### config.mk
export PLATFORM = sky130hd
export DESIGN_NAME = counter
export DESIGN_NICKNAME = d
export VERILOG_FILES = /design/src/rtl/traffic_pkg.sv /design/src/rtl/counter.sv
export SDC_FILE = /design/constraint.sdc
export NUM_CORES = 1
export LEC_CHECK = 0
export CAP_MARGIN = 20
export CORE_AREA = 2 2 39 41
export CTS_BUF_LIST = sky130_fd_sc_hd__clkbuf_2 sky130_fd_sc_hd__clkbuf_4 sky130_fd_sc_hd__clkbuf_8
export DETAILED_ROUTE_END_ITERATION = 16
export DIE_AREA = 0 0 41 43
export GPL_TIMING_DRIVEN = 0
export PLACE_DENSITY = 0.53
export RECOVER_POWER = 50
export SETUP_SLACK_MARGIN = 0.05
export SLEW_MARGIN = 20
export SYNTH_ARGS = -nofsm -noshare
export SYNTH_HDL_FRONTEND = slang
export SYNTH_SLANG_ARGS = --single-unit
export TNS_END_PERCENT = 20
### constraint.sdc
create_clock -name clk -period 2 [get_ports clk]
set_clock_uncertainty 0.1 [all_clocks]
set_input_delay 0.4 -clock clk [delete_from_list [all_inputs] [get_ports clk]]
set_output_delay 0.4 -clock clk [all_outputs]
set_load 0.005 [all_outputs]
### src/rtl/traffic_pkg.sv
// Shared traffic-light constants: phase timer width and limits.
// Reused by the controller and by its phase counter.
package traffic_pkg;

  localparam int TR_CNT_W       = 6;
  localparam int TR_LONG_LIMIT  = 25;
  localparam int TR_SHORT_LIMIT = 4;

  function automatic bit limit_fits(input int lim, input int w);
    return (lim >= 0) && (lim <= ((1 << w) - 1));
  endfunction

endpackage

### src/rtl/counter.sv
// Phase timer: counts up to the selected limit, then latches over_flag.
// Only reset clears the flag; the parent loops it back into reset.
module counter
  import traffic_pkg::*;
#(
  parameter int CNT_W       = TR_CNT_W,
  parameter int LONG_LIMIT  = TR_LONG_LIMIT,
  parameter int SHORT_LIMIT = TR_SHORT_LIMIT
) (
  input  logic             clk,
  input  logic             reset,
  input  logic             sel_compare,
  output logic [CNT_W-1:0] cnt,
  output logic             over_flag
);

  localparam logic [CNT_W-1:0] LP_LONG  = CNT_W'(LONG_LIMIT);
  localparam logic [CNT_W-1:0] LP_SHORT = CNT_W'(SHORT_LIMIT);

  if (!limit_fits(LONG_LIMIT, CNT_W) ||
      !limit_fits(SHORT_LIMIT, CNT_W)) begin : g_bad_limit
    $error("counter: limit does not fit in CNT_W bits");
  end

  logic [CNT_W-1:0] r_cnt;
  logic             r_over;
  logic [CNT_W-1:0] w_limit;

  assign w_limit = sel_compare ? LP_LONG : LP_SHORT;

  // >= so a mid-count drop to the short limit flags instead of wrapping
  always_ff @(posedge clk or posedge reset) begin
    if (reset) begin
      r_cnt  <= '0;
      r_over <= 1'b0;
    end else if (!r_over) begin
      if (r_cnt < w_limit) begin
        r_cnt <= r_cnt + 1'b1;
      end else begin
        r_over <= 1'b1;
      end
    end
  end

  assign cnt       = r_cnt;
  assign over_flag = r_over;

endmodule

* Yosys cells after proc, flatten, opt, wreduce, memory -nomap -nowiden
Cells that the tools add are included.
Storage, ports and cells: bits in registers 7, bits of input ports 3, output and inout port bits 7, logic and storage cells 9
Cells by class: add/sub/neg operators 1, order comparisons 1, mux-type cells 3, bitwise operators 1, reduce and logical (&&, ||, !) cells 1
Operators by type and width (number):
- adder 6 x 1 -> 6 bit (second input constant) | 1
- less-than comparator 6 x 5 -> 1 bit | 1
- 2-to-1 mux 5 bit | 1
- 2-to-1 mux 1 bit | 2
- AND reduction 2 bit | 1
- NOT 1 bit | 1

* Longest topological paths before layout
Gate-level depths: netlist of run 1.
word-level depth 4, depth in mapped cells 6, gate-level depth less buffers 6

* Worst setup path before layout of run 1
No wires, ideal clock.
path type input to register, start in sel_compare, end reg r_cnt[1], in the netlist cnt[1], setup time 121 ps, arrival 1400 ps, required time 1779 ps, setup slack 379 ps, cell stages on the path 6, buffers on the path 0, cells stage by stage inv_1 -> ha_1 -> nand3_2 -> a2bb2oi_2 -> and2_4 -> a22o_1
On the way: longest elaborated chain between the ends 3
Ends and longest elaborated chain:
- from (decl) | RTL line counter.sv:12 | input logic sel_compare,
- 2-to-1 mux 5 bit | RTL line counter.sv:29 | assign w_limit = sel_compare ? LP_LONG : LP_SHORT;
- less-than comparator 6 x 5 -> 1 bit | RTL line counter.sv:37 | if (r_cnt < w_limit) begin
- AND reduction 2 bit (no source line)
- to (signal assigned) | RTL line counter.sv:38 | r_cnt <= r_cnt + 1'b1;
- to (decl) | RTL line counter.sv:25 | logic [CNT_W-1:0] r_cnt;
No other way between the ends. A chain may end at the register's enable or synchronous reset.

* Worst setup path in the final report of run 1
Ends and elaborated chain as after synthesis.

==> flow_metrics.env, run 1 <==
export IMPL_status="finished, final reports clean"
export IMPL_grt_overflow=0
export IMPL_crit_required_ns=2.03
export IMPL_path_clk_slew_ns=0.05
export IMPL_crit_path_max_fanout=4
export IMPL_synth_async_reset_ratio_pct=100
export IMPL_cts_sinks=7
export IMPL_critical_path_class="in2reg"
export IMPL_avgSynthCellArea_um2=11.7
export IMPL_grt_first_pass_wirelength_um=1280
export IMPL_period_share_pct=95.8
export IMPL_crit_path_start_kind="input pin"
export IMPL_ys_ff_latch=7
export IMPL_setup_viol_count_final=0
export IMPL_area_growth_pct=39.3
export IMPL_start_util_pct=30.4
export IMPL_numCtsBuffers=3
export IMPL_p_per_area_mw_per_mm2=553
export IMPL_final_antenna_net_count=0
export IMPL_cts_buffer_depth=2
export IMPL_track_usage_pct=11.2
export IMPL_design_core_area_mm2=0.00138
export IMPL_holdWs_ns=0.420
export IMPL_period_needed_ns=1.92
export IMPL_synthTopCellsByCount="7 x dfrtp_1, 4 x ha_1, 4 x xor2_1"
export IMPL_drc=0
export IMPL_grt_max_degree=8
export IMPL_dp_hpwl_um=603
export IMPL_wl_per_cell_um=11.9
export IMPL_dieArea_mm2=0.00176
export IMPL_syn_num_nets=43
export IMPL_synth_largest_area_cell="dfrtp_1"
export IMPL_final_nets=57
export IMPL_vias_per_cell=4.80
export IMPL_ios=10
export IMPL_vdd_ir_drop_worst_mv=0.236
export IMPL_yosysUniqueCellTypes=19
export IMPL_insertion_delay_ns=0.24
export IMPL_yosysTopAreaCellShare_pct=41.7
export IMPL_setup_worst_path_start="sel_compare"
export IMPL_worst_pin_slew_ns=0.269
export IMPL_synth_most_common_cell="dfrtp_1"
export IMPL_first_iter_violations=3
export IMPL_drtPass1Iterations=2
export IMPL_maxCapViolations=0
export IMPL_synth_ff_type="dfrtp_1"
export IMPL_antenna_found_initial=0
export IMPL_timing_slew_headroom_pct=82.0
export IMPL_fmax_mhz=522
export IMPL_synth_edff_count=0
export IMPL_syn_cell_area_um2=420
export IMPL_final_layout_size_suffix_gt1_share_pct=28.6
export IMPL_htreeDepth=1
export IMPL_endpoint_kind="flop"
export IMPL_routabilityCongestion=0.717
export IMPL_die_x_um=41
export IMPL_port_buffers=9
export IMPL_grt_pass1_vias=317
export IMPL_diodes=0
export IMPL_hold_path_class="in2async"
export IMPL_syn_inst=36
export IMPL_ys_warn_count=0
export IMPL_dr_total_vias=312
export IMPL_synth_area_top_cells="dfrtp_1 42%, ha_1 12%, xor2_1 8.3%, nor3b_2 6.0%, nor3_4 3.9%"
export IMPL_postCtsHoldBufs=0
export IMPL_drv_slew=0
export IMPL_cts_root_buf="clkbuf_4"
export IMPL_cts_tree="done"
export IMPL_die_h_um=43
export IMPL_place_ws_ns=-0.234
export IMPL_setup_slack_ns=0.0850
export IMPL_seq_area_frac_synth_pct=41.7
export IMPL_finalHoldViolCount=0
export IMPL_r2r_start="cnt[4]"
export IMPL_rsz0062_at_grt="false"
export IMPL_wl_um=773
export IMPL_std_cell_rows=14
export IMPL_p_leak_nw=0.235
export IMPL_crit_arrival_ns=1.95
==> cells in the final DEF (no fill, tap or decap), types with 2 or more instances in the layout <==
cell             n
dfrtp_1          7
clkdlybuf4s50_1  6
xor2_1           4
clkbuf_4         4
dlygate4sd3_1    3
nor3b_2          2
nand3_1          2
nand2_1          2
inv_1            2
ha_1             2
ha_4             2
==> logic make-up (layout without fill, tap and decap cells) <==
family	count (synthesis)	in the layout	share of synthesized area (%)
xor gates and xnor gates	4	4	8.33
buffers and inverters	3	16	2.68
DFF	7	7	41.7
AOI/OAI and AO/OA	5	5	11.6
and+or+nand+nor	13	13	23.8
adders and majority gates	4	4	11.9
==> worst paths after layout <==
path | endpoint | slack [ns] | cells after the start
worst max-delay path | cnt[1] | 0.08 | 7
worst min-delay path | cnt[0] | 0.42 | 2
worst max register to register | cnt[1] | 0.37 | 5
worst min register to register | cnt[5] | 0.44 | 1
max in group asynchronous | cnt[4] | 1.17 | 2
min in group clk | cnt[5] | 0.44 | 1
==> worst max-delay path, stage by stage <==
cell and delay, ns:
clkdlybuf4s50_1 0.52, inv_2 0.08, ha_4 0.29, nand3_2 0.10
a2bb2oi_2 0.19, and2_4 0.15, a22o_1 0.23
==> per-layer routing <==
layer	GRT usage [%]	up-vias	part of all wire [%]
met5	0	-	0
met4	8.00	0	0.65
met3	3.14	2	3.9
met2	14.7	6	49
met1	15.0	146	46
li1	-	158	-
==> final cells by class <==
cell class | instances | area [um^2]
Fill cell | 138 | 798
Tap cell | 16 | 20.0
Inverter | 3 | 11.3
Sequential cell | 7 | 175
Clock buffer | 4 | 30.0
Multi-Input combinational cell | 26 | 259
Timing Repair Buffer | 9 | 90.1
==> power by group <==
| part | leakage (nW) | internal (W) | total, W | switching (W) |
|---|---|---|---|---|
| Clock | 0.0184 | 0.0000896 | 0.000140 | 0.0000504 |
| Combinational | 0.138 | 0.0000191 | 0.0000354 | 0.0000163 |
| Sequential | 0.0782 | 0.000144 | 0.000148 | 0.00000403 |
| Total | 0.235 | 0.000253 | 0.000324 | 0.0000708 |
==> metrics by stage <==
stage                     util, %  cells  power (W)  setup TNS [ns]  instance area, um^2
after detailed placement     38.3     61   0.000183           -1.15                  531
after global routing         42.3     65   0.000347               0                  586
after global placement       38.3     61   0.000182           -1.06                  531
after CTS                    42.3     65   0.000331               0                  586
final                        42.3     65   0.000324               0                  586
after floorplan                 -     36   0.000170               0                  420
==> sequential cells by signal, summed over array words and instances, names as in the netlist <==
register	cells
over_flag	1
cnt	6
==> what timing repair did <==
item                                    4_1_cts  5_1_grt
endpoints found under the setup margin        2        3
pin swaps                                     2        0
hold endpoints to repair                      0        0
buffers inserted                              0        0
gates resized for setup                       2        1
Power figures use the tool's default switching activity.
==> inputs of run 2 (changes only) <==
==> constraint.sdc (replaced) <==
create_clock -name clk -period 2.3 [get_ports clk]
set_clock_uncertainty 0.1 [all_clocks]
set_input_delay 0.46 -clock clk [delete_from_list [all_inputs] [get_ports clk]]
set_output_delay 0.46 -clock clk [all_outputs]
set_load 0.005 [all_outputs]
==> run 2 against run 1 <==
  * Sequential power decreased by 13%
  * Count of clock-buffer cells in the layout did not move
  * Non-clock buffer count stayed put
  * Die area stayed put
  * Worst setup slack better by 0.17 ns
  * Sequential cell count is the same
  * Register-to-register slack gained 0.25 ns
  * Clock power shrank 13%
  * Cell count did not move
  * Sequential share of layout area is 1.3 points higher
  * Largest cell class unchanged
  * Highest routed layer unchanged
==> flow_metrics.env, run 2 (synthesized netlist as in run 1, its figures left out) <==
export IMPL_wirelength_met1_um=348
export IMPL_wl_per_cell_um=11.6
export IMPL_rsz0062_at_grt="false"
export IMPL_path_clk_slew_ns=0.05
export IMPL_worst_pin_slew_ns=0.269
export IMPL_critical_path_class="in2reg"
export IMPL_final_cell_mix="7 x dfrtp_1, 5 x clkdlybuf4s50_1"
export IMPL_drc=0
export IMPL_reg2reg_slack_ns=0.62
export IMPL_grt_pass1_vias=318
export IMPL_std_cell_rows=14
export IMPL_cts_sinks=7
export IMPL_drtPass1Iterations=2
export IMPL_track_usage_pct=11.2
export IMPL_area_growth_pct=33.3
export IMPL_grt_overflow=0
export IMPL_crit_path_start_kind="input pin"
export IMPL_maxCapViolations=0
export IMPL_layout_commonest_cell="dfrtp_1"
export IMPL_htreeDepth=1
export IMPL_cp_cell_sequence="clkdlybuf4s50_1 > inv_1 > ha_1 > nand3_2 > a2bb2oi_2 > and2_4 > a22o_1"
export IMPL_vias_per_cell=4.80
export IMPL_status="finished, final reports clean"
export IMPL_postCtsHoldBufs=0
export IMPL_endpoint_kind="flop"
export IMPL_grt_first_pass_wirelength_um=1280
export IMPL_ios=10
export IMPL_cts_tree="done"
export IMPL_die_h_um=43
export IMPL_p_per_area_mw_per_mm2=496
export IMPL_final_antenna_net_count=0
export IMPL_final_core_util_pct=40.5
export IMPL_path_delay_family="buffers and inverters"
export IMPL_final_layout_size_suffix_gt1_share_pct=22.4
export IMPL_route_met2_wl_um=372
export IMPL_final_nets=57
export IMPL_largest_reg_flops=6
export IMPL_dp_hpwl_um=603
export IMPL_dr_wl_met3_um=30
export IMPL_cts_root_buf="clkbuf_4"
export IMPL_design_core_area_mm2=0.00138
export IMPL_max_stage_delay_ns=0.50
export IMPL_start_util_pct=30.4
export IMPL_dieArea_mm2=0.00176
export IMPL_routabilityCongestion=0.717
export IMPL_antenna_found_initial=0
export IMPL_insertion_delay_ns=0.24
export IMPL_period_needed_ns=2.05
export IMPL_diodes=0
export IMPL_dr_total_vias=312
export IMPL_routed_top_layer="met4"
export IMPL_finalHoldViolCount=0
export IMPL_first_iter_violations=3
export IMPL_timing_slew_headroom_pct=82.0
export IMPL_slowest_stage="clkdlybuf4s50_1"
export IMPL_crit_arrival_ns=2.08
export IMPL_period_share_pct=89.0
export IMPL_numCtsBuffers=3
export IMPL_fill_cells=141
export IMPL_fmax_mhz=488
export IMPL_wl_um=756
export IMPL_ctsResizeCount=0
export IMPL_die_x_um=41
export IMPL_postCtsSetupBuffers=0
export IMPL_grt_max_degree=8
export IMPL_vdd_ir_drop_worst_mv=0.205
export IMPL_crit_required_ns=2.33
export IMPL_hold_path_class="reg2reg"
export IMPL_crit_path_max_fanout=4
export IMPL_register_area_um2=175
export IMPL_port_buffers=9
export IMPL_setup_viol_count_final=0
export IMPL_multiInputGateArea_um2=234
export IMPL_p_leak_nw=0.240
export IMPL_final_setup_tns_ns=0
export IMPL_drv_slew=0
export IMPL_cts_buffer_depth=2
export IMPL_path_buf_inv=2
## run 2: cell count changes in the layout (fill, tap and decap cells not counted), sizes merged
cell / before / now
clkdlybuf4s50: 6 / 5
dlygate4sd3: 3 / 4
## run 2: per-layer routing
layer  vias up  track usage [%]
met1       147             15.0
met2         6             14.7
met3         2             3.14
met4         0             8.00
met5         -                0
li1        157                -
## run 2: worst register-to-register path, stage by stage (launching register included)
cell and delay [ns]:
dfrtp_1 0.41, ha_1 0.37, nand3_2 0.12, a2bb2oi_2 0.19, and2_4 0.15, a22o_1 0.23
## run 2: final timing paths
path	from	depth (start not counted)	end
worst min-delay path	cnt[4]	1	cnt[4]
min in group asynchronous	reset	2	cnt[0]
worst min register to register	cnt[4]	1	cnt[4]
worst max-delay path	sel_compare	7	cnt[1]
max in group asynchronous	reset	2	cnt[4]
worst max register to register	cnt[4]	5	cnt[1]
## run 2: metrics by stage
step	total power, W	cell area (um^2)	worst slack (ns)	hold WS [ns]	instances
finish	0.000278	561	0.252	0.422	65
global route	0.000298	561	0.206	0.450	65
CTS	0.000284	561	0.247	0.348	65
detailed placement	0.000159	531	0.00596	0.428	61
global placement	0.000159	531	0.00932	0.415	61
floorplan	0.000147	420	0.619	0.163	36
## run 2: power breakdown
group | switching [W] | internal (W)
combinational | 0.0000130 | 0.0000144
clock | 0.0000438 | 0.0000779
sequential | 0.00000333 | 0.000125
total | 0.0000601 | 0.000218
## run 2: cell type report
class,count,area share (%)
Sequential cell,7,31.2
Inverter,3,2.01
Tap cell,16,3.57
Timing Repair Buffer,9,16.1
Multi-Input combinational cell,26,41.7
Clock buffer,4,5.36
